--- config.mk ---
export PLATFORM = sky130hd
export DESIGN_NAME = atm_session_ctrl
export DESIGN_NICKNAME = d
export VERILOG_FILES = /design/src/rtl/atm_session_ctrl.sv
export SDC_FILE = /design/constraint.sdc
export NUM_CORES = 1
export LEC_CHECK = 0
export CORE_MARGIN = 4
export CORE_UTILIZATION = 45
export CTS_CLUSTER_DIAMETER = 100
export CTS_CLUSTER_SIZE = 12
export DETAILED_ROUTE_END_ITERATION = 10
export PLACE_DENSITY = 0.72
export SETUP_SLACK_MARGIN = 0.2
export SYNTH_ARGS = -nofsm -noshare
export SYNTH_HDL_FRONTEND = slang
export SYNTH_SLANG_ARGS = --single-unit
--- constraint.sdc ---
create_clock -name clk -period 2.35 [get_ports clk]
set_clock_uncertainty 0.05 [all_clocks]
set_input_delay 0.47 -clock clk [delete_from_list [all_inputs] [get_ports clk]]
set_output_delay 0.47 -clock clk [all_outputs]
set_load 0.02 [all_outputs]
--- src/rtl/atm_session_ctrl.sv ---
// Per-session ATM sequencer: card admission, password retries with lockout,
// and the inquiry/withdraw/deposit/exit menu with a one-cycle commit strobe.
module atm_session_ctrl #(
  parameter int card_width     = 6,
  parameter int password_width = 16,
  parameter int balance_width  = 20,
  parameter int users_num      = 10,
  parameter int max_tries      = 3,
  parameter int timeout_cycles = 255
) (
  input  logic                     clk,
  input  logic                     rst,
  input  logic                     card_inserted,
  input  logic [card_width-1:0]    card_number_in,
  input  logic                     psw_valid,
  input  logic                     op_valid,
  input  logic [1:0]               op_code,
  input  logic [balance_width-1:0] amount,
  input  logic [balance_width-1:0] balance,
  input  logic                     wrong_psw,
  output logic                     card_in,
  output logic [card_width-1:0]    card_number,
  output logic                     op_done,
  output logic [balance_width-1:0] updated_balance,
  output logic                     txn_ok,
  output logic                     txn_reject,
  output logic                     card_locked,
  output logic                     eject,
  output logic [2:0]               state
);

  typedef enum logic [2:0] {
    S_IDLE     = 3'd0,
    S_WAIT_PSW = 3'd1,
    S_CHECK    = 3'd2,
    S_VERIFY   = 3'd3,
    S_MENU     = 3'd4,
    S_EXEC     = 3'd5,
    S_EJECT    = 3'd6
  } state_t;

  localparam int TRY_W = $clog2(max_tries + 1);
  localparam int TMO_W = $clog2(timeout_cycles + 1);
  // Park address: one past the last valid card, so datapath writes are ignored.
  localparam logic [card_width-1:0] PARK = card_width'(users_num);

  // The park address must be representable and the password path must exist.
  if (users_num >= (1 << card_width) || password_width < 1) begin : g_bad_params
    $error("atm_session_ctrl: inconsistent parameters");
  end

  state_t                     state_q;
  logic [card_width-1:0]      card_q;
  logic [TRY_W-1:0]           tries_q;
  logic [TMO_W-1:0]           tmo_q;
  logic [users_num-1:0]       lock_q;
  logic [balance_width-1:0]   result_q;
  logic                       card_in_q, op_done_q, ok_q, rej_q, locked_q, eject_q;

  logic                       in_range, lock_hit, tmo_hit, last_try, res_ok;
  logic [balance_width:0]     sum;
  logic [balance_width-1:0]   res;

  assign in_range = (card_number_in < PARK);
  assign tmo_hit  = (int'(tmo_q) >= timeout_cycles - 1);
  assign last_try = (int'(tries_q) + 1 >= max_tries);

  // Look up the lock bit of the card currently in the reader.
  always_comb begin
    // NOTE: every always_comb output gets a default first, so no path leaves it unassigned and no latch is inferred.
    lock_hit = 1'b0;
    for (int i = 0; i < users_num; i++) begin
      if (card_number_in == card_width'(i)) lock_hit = lock_q[i];
    end
  end

  // New balance and verdict for the operation being requested from MENU.
  always_comb begin
    sum    = {1'b0, balance} + {1'b0, amount};
    res    = balance;
    res_ok = 1'b1;
    case (op_code)
      2'b01: begin
        if (amount <= balance) res = balance - amount;
        else res_ok = 1'b0;
      end
      2'b10: begin
        if (sum[balance_width]) res_ok = 1'b0;
        else res = sum[balance_width-1:0];
      end
      default: ;
    endcase
  end

  // Session FSM with its counters, lock bitmap and registered outputs.
  always_ff @(posedge clk or negedge rst) begin
    if (!rst) begin
      // NOTE: the lock bitmap is small control state, so it is reset like every other flop.
      state_q   <= S_IDLE;
      card_q    <= PARK;
      tries_q   <= '0;
      tmo_q     <= '0;
      lock_q    <= '0;
      result_q  <= '0;
      card_in_q <= 1'b0;
      op_done_q <= 1'b0;
      ok_q      <= 1'b0;
      rej_q     <= 1'b0;
      locked_q  <= 1'b0;
      eject_q   <= 1'b0;
    end else begin
      // NOTE: sequential state uses non-blocking assignments so every flop samples pre-edge values.
      op_done_q <= 1'b0;
      ok_q      <= 1'b0;
      rej_q     <= 1'b0;
      eject_q   <= 1'b0;
      case (state_q)
        S_IDLE: begin
          if (card_inserted) begin
            if (in_range && !lock_hit) begin
              card_q  <= card_number_in;
              tries_q <= '0;
              tmo_q   <= '0;
              state_q <= S_WAIT_PSW;
            end else begin
              locked_q <= lock_hit;
              eject_q  <= 1'b1;
              state_q  <= S_EJECT;
            end
          end
        end
        S_WAIT_PSW: begin
          if (!card_inserted || (!psw_valid && tmo_hit)) begin
            eject_q <= 1'b1;
            state_q <= S_EJECT;
          end else if (psw_valid) begin
            card_in_q <= 1'b1;
            state_q   <= S_CHECK;
          end else if (int'(tmo_q) < timeout_cycles) begin
            tmo_q <= tmo_q + 1'b1;
          end
        end
        S_CHECK: begin
          if (!card_inserted) begin
            card_in_q <= 1'b0;
            eject_q   <= 1'b1;
            state_q   <= S_EJECT;
          end else begin
            state_q <= S_VERIFY;
          end
        end
        S_VERIFY: begin
          // A final wrong attempt locks the card even if it is being pulled out.
          if (wrong_psw && last_try) begin
            for (int i = 0; i < users_num; i++) begin
              if (card_q == card_width'(i)) lock_q[i] <= 1'b1;
            end
            card_in_q <= 1'b0;
            locked_q  <= 1'b1;
            eject_q   <= 1'b1;
            state_q   <= S_EJECT;
          end else if (!card_inserted) begin
            card_in_q <= 1'b0;
            eject_q   <= 1'b1;
            state_q   <= S_EJECT;
          end else if (wrong_psw) begin
            tries_q   <= tries_q + 1'b1;
            tmo_q     <= '0;
            card_in_q <= 1'b0;
            state_q   <= S_WAIT_PSW;
          end else begin
            tries_q <= '0;
            tmo_q   <= '0;
            state_q <= S_MENU;
          end
        end
        S_MENU: begin
          if (!card_inserted || (op_valid && op_code == 2'b11) || (!op_valid && tmo_hit)) begin
            card_in_q <= 1'b0;
            eject_q   <= 1'b1;
            state_q   <= S_EJECT;
          end else if (op_valid) begin
            result_q  <= res;
            op_done_q <= 1'b1;
            ok_q      <= res_ok;
            rej_q     <= !res_ok;
            state_q   <= S_EXEC;
          end else if (int'(tmo_q) < timeout_cycles) begin
            tmo_q <= tmo_q + 1'b1;
          end
        end
        S_EXEC: begin
          // The commit always completes; a pulled card is noticed back in MENU.
          tmo_q   <= '0;
          state_q <= S_MENU;
        end
        S_EJECT: begin
          if (!card_inserted) begin
            locked_q <= 1'b0;
            state_q  <= S_IDLE;
          end
        end
        default: begin
          card_in_q <= 1'b0;
          state_q   <= S_IDLE;
        end
      endcase
    end
  end

  assign card_in         = card_in_q;
  assign card_number     = card_in_q ? card_q : PARK;
  assign op_done         = op_done_q;
  assign updated_balance = op_done_q ? result_q : balance;
  assign txn_ok          = ok_q;
  assign txn_reject      = rej_q;
  assign card_locked     = locked_q;
  assign eject           = eject_q;
  assign state           = state_q;

endmodule

; Yosys cells after proc, flatten, opt, wreduce, memory -nomap -nowiden
; Cells that the tools add are included.
[op_classes]
mux = 74
n_lt_le_gt_ge = 5
reduce_logical = 37
add_sub_neg = 5
n_bitwise = 2
eq_ne = 44
[op_table]
columns = operator, count
row1 = 8-bit two-way mux, 9
row2 = 20-bit two-way mux, 3
row3 = "6-bit by 3-bit == test with 1-bit output, second input constant", 8
row4 = 20-bit case mux with 2 select lines, 1
row5 = 8-bit case mux with 5 select lines, 1
row6 = 1-bit two-way mux, 37
row7 = 3-bit AND reduction, 12
row8 = 3-bit two-way mux, 11
row9 = "2-bit != test, second input constant", 14
row10 = "6-bit by 2-bit == test with 1-bit output, second input constant", 4
row11 = "6-bit by 4-bit == test with 1-bit output, second input constant", 4
row12 = 20-bit by 20-bit adder with 21-bit output, 1
row13 = 3-bit case mux with 7 select lines, 1
row14 = 20-bit less-or-equal comparator, 1
row15 = 20-bit subtractor, 1
row16 = "6-bit by 1-bit == test with 1-bit output, second input constant", 2
row17 = 6-bit logical NOT, 2
row18 = 2-bit two-way mux, 5
row19 = 1-bit case mux with 5 select lines, 2
row20 = 5-bit AND reduction, 2
row21 = "3-bit == test, second input constant", 3
row22 = 9-bit AND reduction, 1
row23 = "8-bit by 1-bit adder with 8-bit output, second input constant", 1
row24 = "8-bit greater-or-equal comparator, second input constant", 1
row25 = other kinds (26), 40
[totals]
output_inout_bits = 35
wordCells = 188
input_bits = 54
reg_bits = 55

; Logic depth before layout (Yosys ltp)
[depth]
word_depth = 16
mapped_depth = 14

; Worst setup path after synthesis
; OpenSTA, ideal clock, no wires.
[synth_timing]
path_kind = input -> register
from = input port balance[0]
to = register result_q[2]
stages = 13
arrival_ns = 2.853
path_slack_ns = -0.685
path_cell_list = inv_1 > ha_1 > inv_1 > fa_1 > a21o_1 > a221oi_4 > a31oi_1 > o32a_1 > and2_1 > buf_6 > a221o_1 > a32oi_1 > o21ai_1
[synth_between]
elab_chain_cells = 3
word_cells_on_any_way = 6
cone_classes = add/sub (2) / order compare (1) / mux (3)
[synth_lines]
columns = element, line_no
row1 = "start, declared", 19  ; input logic [balance_width-1:0] balance,
row2 = 20-bit by 20-bit adder with 21-bit output (tied with other cells), 79  ; sum = {1'b0, balance} + {1'b0, amount};
row3 = "20-bit two-way mux, on equally long branches", "88, 84"
row4 = 20-bit case mux with 2 select lines (*), 82  ; case (op_code)
row5 = "end signal, assigned", 183  ; result_q <= res;
row6 = "end, declared", 57  ; logic [balance_width-1:0] result_q;
; Every way passes the cells marked *; elsewhere a longest branch is shown, timed or not.
; A chain may end at the register's enable or synchronous reset.

; Final worst setup path
; Ends and elaborated chain as after synthesis.

==> out/results.tsv <==
metric	value	unit
worst_pin_slew	0.551	ns
place_congestion	0.954	
num_antenna_cells	0	
ios	89	
rsz0062_at_grt	true	
tns	-10.33	ns
cts_tree	yes	
synth_seq_area_share	25.1	%
layout-drive-gt1-share	45.2	%
ir_drop	0.347	mV
clkLatencyLatePin	0.31	ns
wirelength	20700	um
final-hold-violation-count	0	
fin_total_pwr	5740	uW
core	12000	um^2
ant_nets	0	
worst-path-buf-inv	6	
synth_cells	677	
fp.dieArea	14000	um^2
maxCapViolations	0	
ys_types	72	
total_leakage_power	0.00423	uW
p_int	3250	uW
grt_usage	28.6	%
slew_viol_final	0	
r2r_setup_slack	0.08	ns
die_w	118	um
timing.rr.start	tmo_q[0]	
fin_nets	1060	
clockRootBuffer	clkbuf_16	
p_sw	2490	uW
syn-num-nets	780	
grt_pass1_wl	33200	um
setup.worst_path.class	in -> reg	
rr_worst_depth	8	
mostFrequentLayoutCell	buf_4	
layout-area-overhead-vs-synth	67.0	%
drt_iter0_markers	465	
clockBufferDepth	2	
port_buffers	88	
violations	negative setup slack	
yosysTopAreaCell	dfrtp_1	
antenna_found_initial	0	
p_per_area	625	nW/um^2
critical_path.endpoint_type	flip-flop	
vias	6494	
r2r_end	tmo_q[4]	
clkTransAtPathRegs	0.09	ns
drcViolationCount	0	
ys_ff_latch	55	
synth_ff_type	dfrtp_1	
worstPathMaxFanout	8	
cts_buffers	5	
relSlewSlack	63.3	%
ctsHtreeMaxLevel	2	
placed_area	7950	um^2
hold_class	in -> async	
grt_start_max_net_pins	37	
combPwrFrac	59.5	%
yosys_warnings	0	
syn_area_per_cell	8.11	um^2
fin_crit	2.88	ns
synth_area	5490	um^2
path_cells	buf_6, buf_8, inv_12, ha_4, inv_2, fa_2, a21o_1, a221oi_4, a31oi_1, o32a_1, buf_6, o2111ai_4, buf_8, a32oi_2, o21ai_1	
p_clk_share	14.7	%
grt_overflow	0	
synth-edff-count	0	
fmax	347	MHz
critPathLaunchType	input pin	
final_cell_mix	198 x buf_4, 53 x nor2_1, 50 x dlygate4sd2_1	
num_rows	40	
drtPass1Iterations	5	
crit_arrival	3.07	ns
start_util	45.9	%
worstPathRequired	2.54	ns
status	complete, but fails checks	
setup_ws	-0.533	ns
async_reset_ff_share	100	%
finalCritPeriodShare	123	%
netSwitchingFraction	43.4	%
worst_path_dominant_cell_family	compound AO/OA/AOI/OAI gates	
avgViaCountPerCell	5.88	
p_seq_share	25.7	%
wl_per_cell	18.7	um
critPathMaxStageDelay	0.37	ns
finalSetupViolCount	22	
synth.top_cells.by_area	dfrtp_1 24%, ha_1 11%, mux2_2 5.3%	
synth_top_area_share	24.1	%
die_h	118	um
final_area	9180	um^2
dp.final_hpwl	15100	um
dp_slack	-1.36	ns
critPathSlowestCell	fa_2	
cts_sinks	55	
grt_pass1_vias	6651	
kinds of logic after synthesis:
| group | share of synthesized area, % |
|---|---|
| AOI/OAI and AO/OA | 30.1 |
| and+or+nand+nor | 19.0 |
| xor gates and xnor gates | 0.478 |
| adders and majority gates | 11.4 |
| buffers and inverters | 7.77 |
| muxes | 6.15 |
| DFF | 25.1 |
worst reg2reg max path, stage by stage, from the launching register on:
cell and delay, ns:
dfrtp_1 0.36, inv_1 0.05, ha_1 0.20, o211ai_1 0.36, o211ai_1 0.19, a31oi_2 0.29, o311ai_4 0.18, or2_4 0.33
o31ai_4 0.19
Yosys cell counts (all sizes together) (3+ instances only):
library cell,count
nor2,59
inv,58
dfrtp,53
a21oi,49
ha,47
nand2,42
o21ai,40
nand3,29
mux2,26
buf,20
a21o,19
clkbuf,19
a31oi,15
nand2b,15
o31ai,13
and3,12
nor2b,11
nor3,11
and2,8
a221oi,7
a31o,7
nand4,7
o32ai,7
or3,7
o2111ai,6
o211ai,6
o22ai,6
or2,6
a221o,5
o21a,5
o2bb2ai,5
a211oi,4
o221ai,4
a22oi,3
a2bb2oi,3
o21bai,3
o22a,3
o311ai,3
o31a,3
o32a,3
per-stage QoR:
step | instances | hold slack [ns] | util [%]
2_1_floorplan | 677 | 0.124 | -
6_report | 1105 | 0.0825 | 76.7
3_5_place_dp | 1069 | 0.395 | 66.5
4_1_cts | 1097 | 0.0917 | 74.0
3_3_place_gp | 1069 | 0.387 | 66.5
5_1_grt | 1105 | 0.106 | 76.7
worst max-delay path by stage:
stage | start | end | slack (ns) | cells past startpoint
after global routing | balance[0] | result_q[3] | -0.65 | 15
after floorplan | balance[0] | result_q[2] | -0.61 | 13
after CTS | balance[0] | result_q[8] | -0.51 | 14
after global placement | balance[0] | result_q[10] | -1.28 | 14
final | balance[0] | result_q[2] | -0.53 | 15
after detailed placement | balance[0] | result_q[13] | -1.36 | 15
area by class of cell:
cell class / instances / area (um^2)
sequential: 55 / 1390
fill: 833 / 2790
clock buffer: 5 / 125
inverter: 58 / 230
clock inverter: 3 / 28.8
multi-input combinational: 525 / 4570
timing repair buffer: 312 / 2650
tap: 147 / 184
state kept, by name, indices dropped and copies added, names as in the netlist:
name / cells
tries_q: 2
eject: 1
card_q: 6
lock_q: 10
state: 3
txn_reject: 1
txn_ok: 1
card_locked: 1
op_done: 1
result_q: 20
card_in: 1
tmo_q: 8
repair_timing:
action | in CTS | in global routing
resized for setup | 223 | 66
setup buffers | 18 | 8
hold buffers | 0 | 0
pin swaps | 78 | 30
setup endpoints to repair | 67 | 58
cloned | 2 | 0
power groups by stage:
| stage | combinational [uW] | clock (uW) | sequential, uW |
|---|---|---|---|
| global placement | 2730 | 0 | 1450 |
| finish | 3420 | 845 | 1480 |
| global route | 3670 | 899 | 1520 |
| CTS | 3130 | 867 | 1460 |
| floorplan | 1540 | 0 | 1470 |
| detailed placement | 2780 | 0 | 1480 |
routing by layer:
metal	up-vias	global-route usage [%]	share of wire, %
met4	0	8.83	1.9
met2	264	48.5	49
li1	3058	-	-
met1	3131	37.9	44
met5	-	0	0
met3	41	3.97	5.0
Power figures use the tool's default switching activity.
